File: config.mk
export PLATFORM = sky130hd
export DESIGN_NAME = irq_ctrl
export DESIGN_NICKNAME = d
export VERILOG_FILES = /design/src/rtl/irq_ctrl.sv
export SDC_FILE = /design/constraint.sdc
export NUM_CORES = 1
export LEC_CHECK = 0
export ABC_AREA = 1
export BUFFER_PORTS_ARGS = -buffer_cell sky130_fd_sc_hd__buf_2
export CAP_MARGIN = 20
export CELL_PAD_IN_SITES_DETAIL_PLACEMENT = 1
export CELL_PAD_IN_SITES_GLOBAL_PLACEMENT = 2
export CORE_UTILIZATION = 24
export CTS_BUF_LIST = sky130_fd_sc_hd__clkbuf_4 sky130_fd_sc_hd__clkbuf_8
export DETAILED_ROUTE_END_ITERATION = 8
export HOLD_SLACK_MARGIN = 0.08
export PLACE_DENSITY = 0.86
export SYNTH_ARGS = -nofsm -noshare
export SYNTH_HDL_FRONTEND = slang
export SYNTH_SLANG_ARGS = --single-unit
File: constraint.sdc
create_clock -name clk -period 1.23 [get_ports clk]
set_input_delay 0.123 -clock clk [delete_from_list [all_inputs] [get_ports clk]]
set_output_delay 0.123 -clock clk [all_outputs]
set_load 0.01 [all_outputs]
File: src/rtl/irq_ctrl.sv
// irq_ctrl: per-source pending latch (level/edge), mask, global enable,
// registered HWInt vector to CP0 Cause.IP, four-word bus register file.
//
// Ports:
//   clk      system clock, rising edge
//   reset    asynchronous active-high clear of all state
//   Addr     bus byte address (word aligned)
//   DataIn   bus write data
//   We       bus write enable
//   DataOut  combinational read data, 0 on miss or write
//   IrqIn    device IntReq lines, synchronous to clk
//   HWInt    registered masked pending, bits >= NSRC tied 0
module irq_ctrl #(
    parameter int          NSRC = 6,
    parameter logic [31:0] BASE = 32'h0000_7F20
) (
    input  logic            clk,
    input  logic            reset,
    input  logic [31:0]     Addr,
    input  logic [31:0]     DataIn,
    input  logic            We,
    output logic [31:0]     DataOut,
    input  logic [NSRC-1:0] IrqIn,
    output logic [5:0]      HWInt
);

    logic            ge;
    logic [NSRC-1:0] mode;
    logic [NSRC-1:0] mask;
    logic [NSRC-1:0] pend;
    logic [NSRC-1:0] ovf;
    logic [NSRC-1:0] irq_q;
    logic [5:0]      hwint_q;

    logic       hit;
    logic [1:0] sel;
    logic       wr_ctrl;
    logic       wr_mask;
    logic       wr_pend;

    assign hit     = (Addr[31:4] == BASE[31:4]);
    assign sel     = Addr[3:2];
    assign wr_ctrl = hit && We && (sel == 2'd0);
    assign wr_mask = hit && We && (sel == 2'd1);
    assign wr_pend = hit && We && (sel == 2'd2);

    logic [NSRC-1:0] rise;
    logic [NSRC-1:0] clr_p;
    logic [NSRC-1:0] clr_o;
    logic [NSRC-1:0] pend_n;
    logic [NSRC-1:0] ovf_n;
    logic [NSRC-1:0] act;

    // Rises only matter for edge-mode sources; a level source has rise=0.
    assign rise  = mode & IrqIn & ~irq_q;
    assign clr_p = wr_pend ? DataIn[NSRC-1:0] : '0;
    assign clr_o = wr_pend ? DataIn[16 +: NSRC] : '0;

    // Edge: a rise sets PEND and beats any same-cycle clear; a rise on an
    // already pending source records an overflow instead.
    // Level: PEND simply follows the input; its W1C is meaningless.
    assign pend_n = (mode & (rise | (pend & ~clr_p)))
                  | (~mode & IrqIn);
    assign ovf_n  = (rise & (ovf | pend))
                  | (~rise & ovf & ~clr_o);

    assign act = pend & mask;

    logic [5:0]  hw_d;
    logic [2:0]  id_idx;
    logic        any;
    logic [31:0] id_word;
    logic [31:0] ctrl_word;
    logic [31:0] mask_word;
    logic [31:0] pend_word;
    logic [31:0] rdata;

    always_comb begin
        hw_d = '0;
        if (ge) begin
            hw_d[NSRC-1:0] = act;
        end
    end

    // Scan downwards so the lowest active index is the one that sticks.
    always_comb begin
        id_idx = 3'd0;
        for (int i = NSRC - 1; i >= 0; i--) begin
            if (act[i]) begin
                id_idx = 3'(i);
            end
        end
    end

    assign any     = ge && (|act);
    assign id_word = any ? {1'b1, 28'd0, id_idx} : 32'd0;

    always_comb begin
        ctrl_word            = '0;
        ctrl_word[0]         = ge;
        ctrl_word[8 +: NSRC] = mode;
        mask_word            = '0;
        mask_word[NSRC-1:0]  = mask;
        pend_word             = '0;
        pend_word[NSRC-1:0]   = pend;
        pend_word[16 +: NSRC] = ovf;
    end

    always_comb begin
        rdata = '0;
        unique case (sel)
            2'd0: rdata = ctrl_word;
            2'd1: rdata = mask_word;
            2'd2: rdata = pend_word;
            2'd3: rdata = id_word;
            default: rdata = '0;
        endcase
    end

    assign DataOut = (hit && !We) ? rdata : 32'd0;
    assign HWInt   = hwint_q;

    always_ff @(posedge clk or posedge reset) begin
        if (reset) begin
            ge      <= 1'b0;
            mode    <= '0;
            mask    <= '0;
            pend    <= '0;
            ovf     <= '0;
            irq_q   <= '0;
            hwint_q <= '0;
        end else begin
            irq_q   <= IrqIn;
            pend    <= pend_n;
            ovf     <= ovf_n;
            hwint_q <= hw_d;
            if (wr_ctrl) begin
                ge   <= DataIn[0];
                mode <= DataIn[8 +: NSRC];
            end
            if (wr_mask) begin
                mask <= DataIn[NSRC-1:0];
            end
        end
    end

    logic unused_bits;
    assign unused_bits = ^{Addr[1:0], DataIn};

endmodule
==> impl_metrics.json <==
{
  "status": "finished with violations",
  "violations": "setup timing",
  "cts_tree": "yes",
  "drc": 0,
  "cp_cell_sequence": "inv_2 -> nor3_4 -> nand2_2 -> nor2_2 -> a21oi_2 -> nor2_1 -> buf_2",
  "finalSetupViolations": 31,
  "required_ns": 1.11,
  "fin_hold_ws_ns": 0.0828,
  "maxCapViolations": 0,
  "route.vias.total": 2406,
  "yosysWarnings": 0,
  "crit_buf_inv": 2,
  "grt_first_pass_wirelength_um": 12200,
  "period_minus_slack_ns": 1.66,
  "row_count": 34,
  "r2r_setup_slack_ns": 0.19,
  "cp_data_arrival_time_ns": 1.54,
  "die_x_um": 96.7,
  "slew_headroom": 0.534,
  "rsz0062_at_grt": "true",
  "cp-end-kind": "output port",
  "ys_async_sr_fraction": 1.00,
  "worstSkewPairLatency_ns": 0.31,
  "synth-seq-cells": 37,
  "clk_pin_slew_ns": 0.08,
  "io_pins": 111,
  "drt-pass1-iter-count": 4,
  "detail-route-antenna-nets": 0,
  "hold_viol": 0,
  "tightest_slew_ns": 0.698,
  "area_growth_pct": 77.6,
  "grt_max_degree": 38,
  "multi_input_area_um2": 1320,
  "final-seq-area_um2": 926,
  "wl_met2_um": 4310,
  "nNetsFinal": 504,
  "core_area_um2": 8720,
  "post-route-period-util": 1.35,
  "p_leak_nw": 1.93,
  "synthCells": 283,
  "grt_pass1_vias": 2520,
  "setup_slack_ns": -0.431,
  "cts.path.max_buffers": 2,
  "cts_num_sinks": 37,
  "die_area_um2": 9350,
  "fmax_mhz": 602,
  "post-place-ws_ns": -0.237,
  "diodes": 0,
  "slowest_stage": "dfrtp_1",
  "ir_worst_vdd_mv": 0.374,
  "post_drt_wl_per_cell_um": 14.8,
  "drive_above_1_share": 0.513,
  "cpPeakStageDelay_ns": 0.37,
  "synth_edf_count": 0,
  "grt_overflow": 0,
  "cts_htree_levels": 2,
  "powerDensity_nw_per_um2": 677,
  "clock_skew_ns": 0.00953,
  "hold_path_class": "input pin to flip-flop",
  "routed-wl-met3_um": 379,
  "dp_hpwl_um": 5180,
  "numCtsBuffers": 5,
  "grt.total_usage": 0.162,
  "cp_max_fo": 3,
  "synth_top_flop_cell": "dfrtp_1",
  "finalNonFillerCells": 539,
  "syn_avg_cell_area_um2": 7.61,
  "place.gp.congestion": 0.787,
  "synth_cell_types": 28,
  "m1WireLength_um": 3090,
  "antenna_found_initial": 0,
  "syn_area_um2": 2150,
  "highest_layer": "met4",
  "cts_root_buf": "clkbuf_8",
  "placedCellCount": 499,
  "initial_core_util": 0.247,
  "cpLargestDelayFamily": "simple AND/OR/NAND/NOR gates",
  "portBuffers": 81,
  "critPathLaunchType": "flip-flop",
  "wirelength_um": 7970,
  "first_iter_violations": 87,
  "die_y_um": 96.7,
  "fillers": 1038,
  "finalMaxSlewViolations": 0,
  "synth-seq-area-share": 0.430,
  "critPathKind": "flip-flop to output port",
  "vias_per_cell": 4.46
}
-- sequential cells by signal (all words and copies together), names as in the netlist --
signal  cells
ge          1
mask        6
irq_q       6
pend        6
HWInt       6
ovf         6
mode        6
-- logic make-up after synthesis --
group	count (synthesis)	synth area share
AO/OA/AOI/OAI	33	0.118
flip-flops	37	0.430
AND/OR/NAND/NOR	150	0.307
other	1	0.00174
buffers and inverters	62	0.144
-- power breakdown --
| group | switching [mW] | total, mW | internal [mW] |
|---|---|---|---|
| clock network | 0.463 | 0.931 | 0.467 |
| logic | 0.215 | 0.409 | 0.195 |
| registers | 0.0115 | 1.25 | 1.24 |
-- through the flow --
step / TNS, ns / area, µm² / utilization / power (mW)
after floorplan: 0 / 2200 / - / 1.41
after global placement: -5.43 / 2900 / 0.332 / 1.56
after detailed placement: -7.11 / 2900 / 0.332 / 1.57
after CTS: -3.72 / 3430 / 0.394 / 2.57
after global routing: -7.32 / 3820 / 0.438 / 2.70
final: -4.10 / 3820 / 0.438 / 2.59
-- cells in the mapped netlist (2+ instances only) --
library cell   n  area share
a21oi_2        3       0.012
buf_4         14       0.049
buf_6          3       0.016
clkbuf_1       3      0.0052
dfrtp_1       37        0.43
inv_1         41       0.071
nand2_1       83        0.14
nand2_2        2      0.0058
nand3_1        3      0.0070
nand4_1       12       0.035
nor2_1        36       0.063
nor3_1         8       0.019
o2111ai_1      5       0.020
o21ai_0        7       0.016
o21ai_2       13       0.053
-- layout make-up --
| class | count | area share |
|---|---|---|
| inverter | 41 | 0.0402 |
| timing repair buffer | 147 | 0.313 |
| tap | 108 | 0.0353 |
| multi-input combinational | 199 | 0.346 |
| clock buffer | 7 | 0.0236 |
| sequential | 37 | 0.242 |
-- cell usage in the layout (no fill, tap or decap), types with 6 or more instances in the layout --
master	synthesis	routed
nand2_2	2	19
dlygate4sd3_1	0	14
o21ai_2	13	13
nor3_4	0	7
buf_2	1	61
o21ai_0	7	7
buf_6	3	30
nor2_4	0	9
buf_4	14	33
nor2_1	36	17
nor2_2	1	11
nand4_1	12	12
clkbuf_8	0	6
nand2_1	83	62
buf_12	0	6
conb_1	1	13
dfrtp_1	37	37
inv_1	41	37
-- what timing repair did --
item,CTS,global route
setup endpoints to repair,19,44
gates cloned,2,1
resized for setup,55,64
pin swaps,13,20
buffers inserted,6,12
endpoints found under the hold margin,51,0
hold buffers,14,0
-- worst paths after layout --
path	startpoint	endpoint	cells after the start
hold reg to reg	ovf[5]	ovf[5]	2
setup reg to reg	pend[1]	ovf[1]	4
setup / recovery	ge	DataOut[1]	7
min in group asynchronous	reset	HWInt[1]	4
hold / removal	DataIn[1]	mask[1]	3
max in group asynchronous	reset	mask[0]	4
-- routing by layer --
| metal | track usage | up-vias |
|---|---|---|
| li1 | - | 1169 |
| met1 | 0.188 | 1153 |
| met2 | 0.297 | 70 |
| met3 | 0.0325 | 14 |
| met4 | 0.0494 | 0 |
| met5 | 0 | - |
-- worst reg2reg max path: stages, from the launching register on --
cell and delay [ns]:
dfrtp_1 0.40, buf_4 0.14, buf_4 0.13, o2111ai_1 0.18, nand2_1 0.08
No activity file was read; power rests on OpenSTA's default activity.
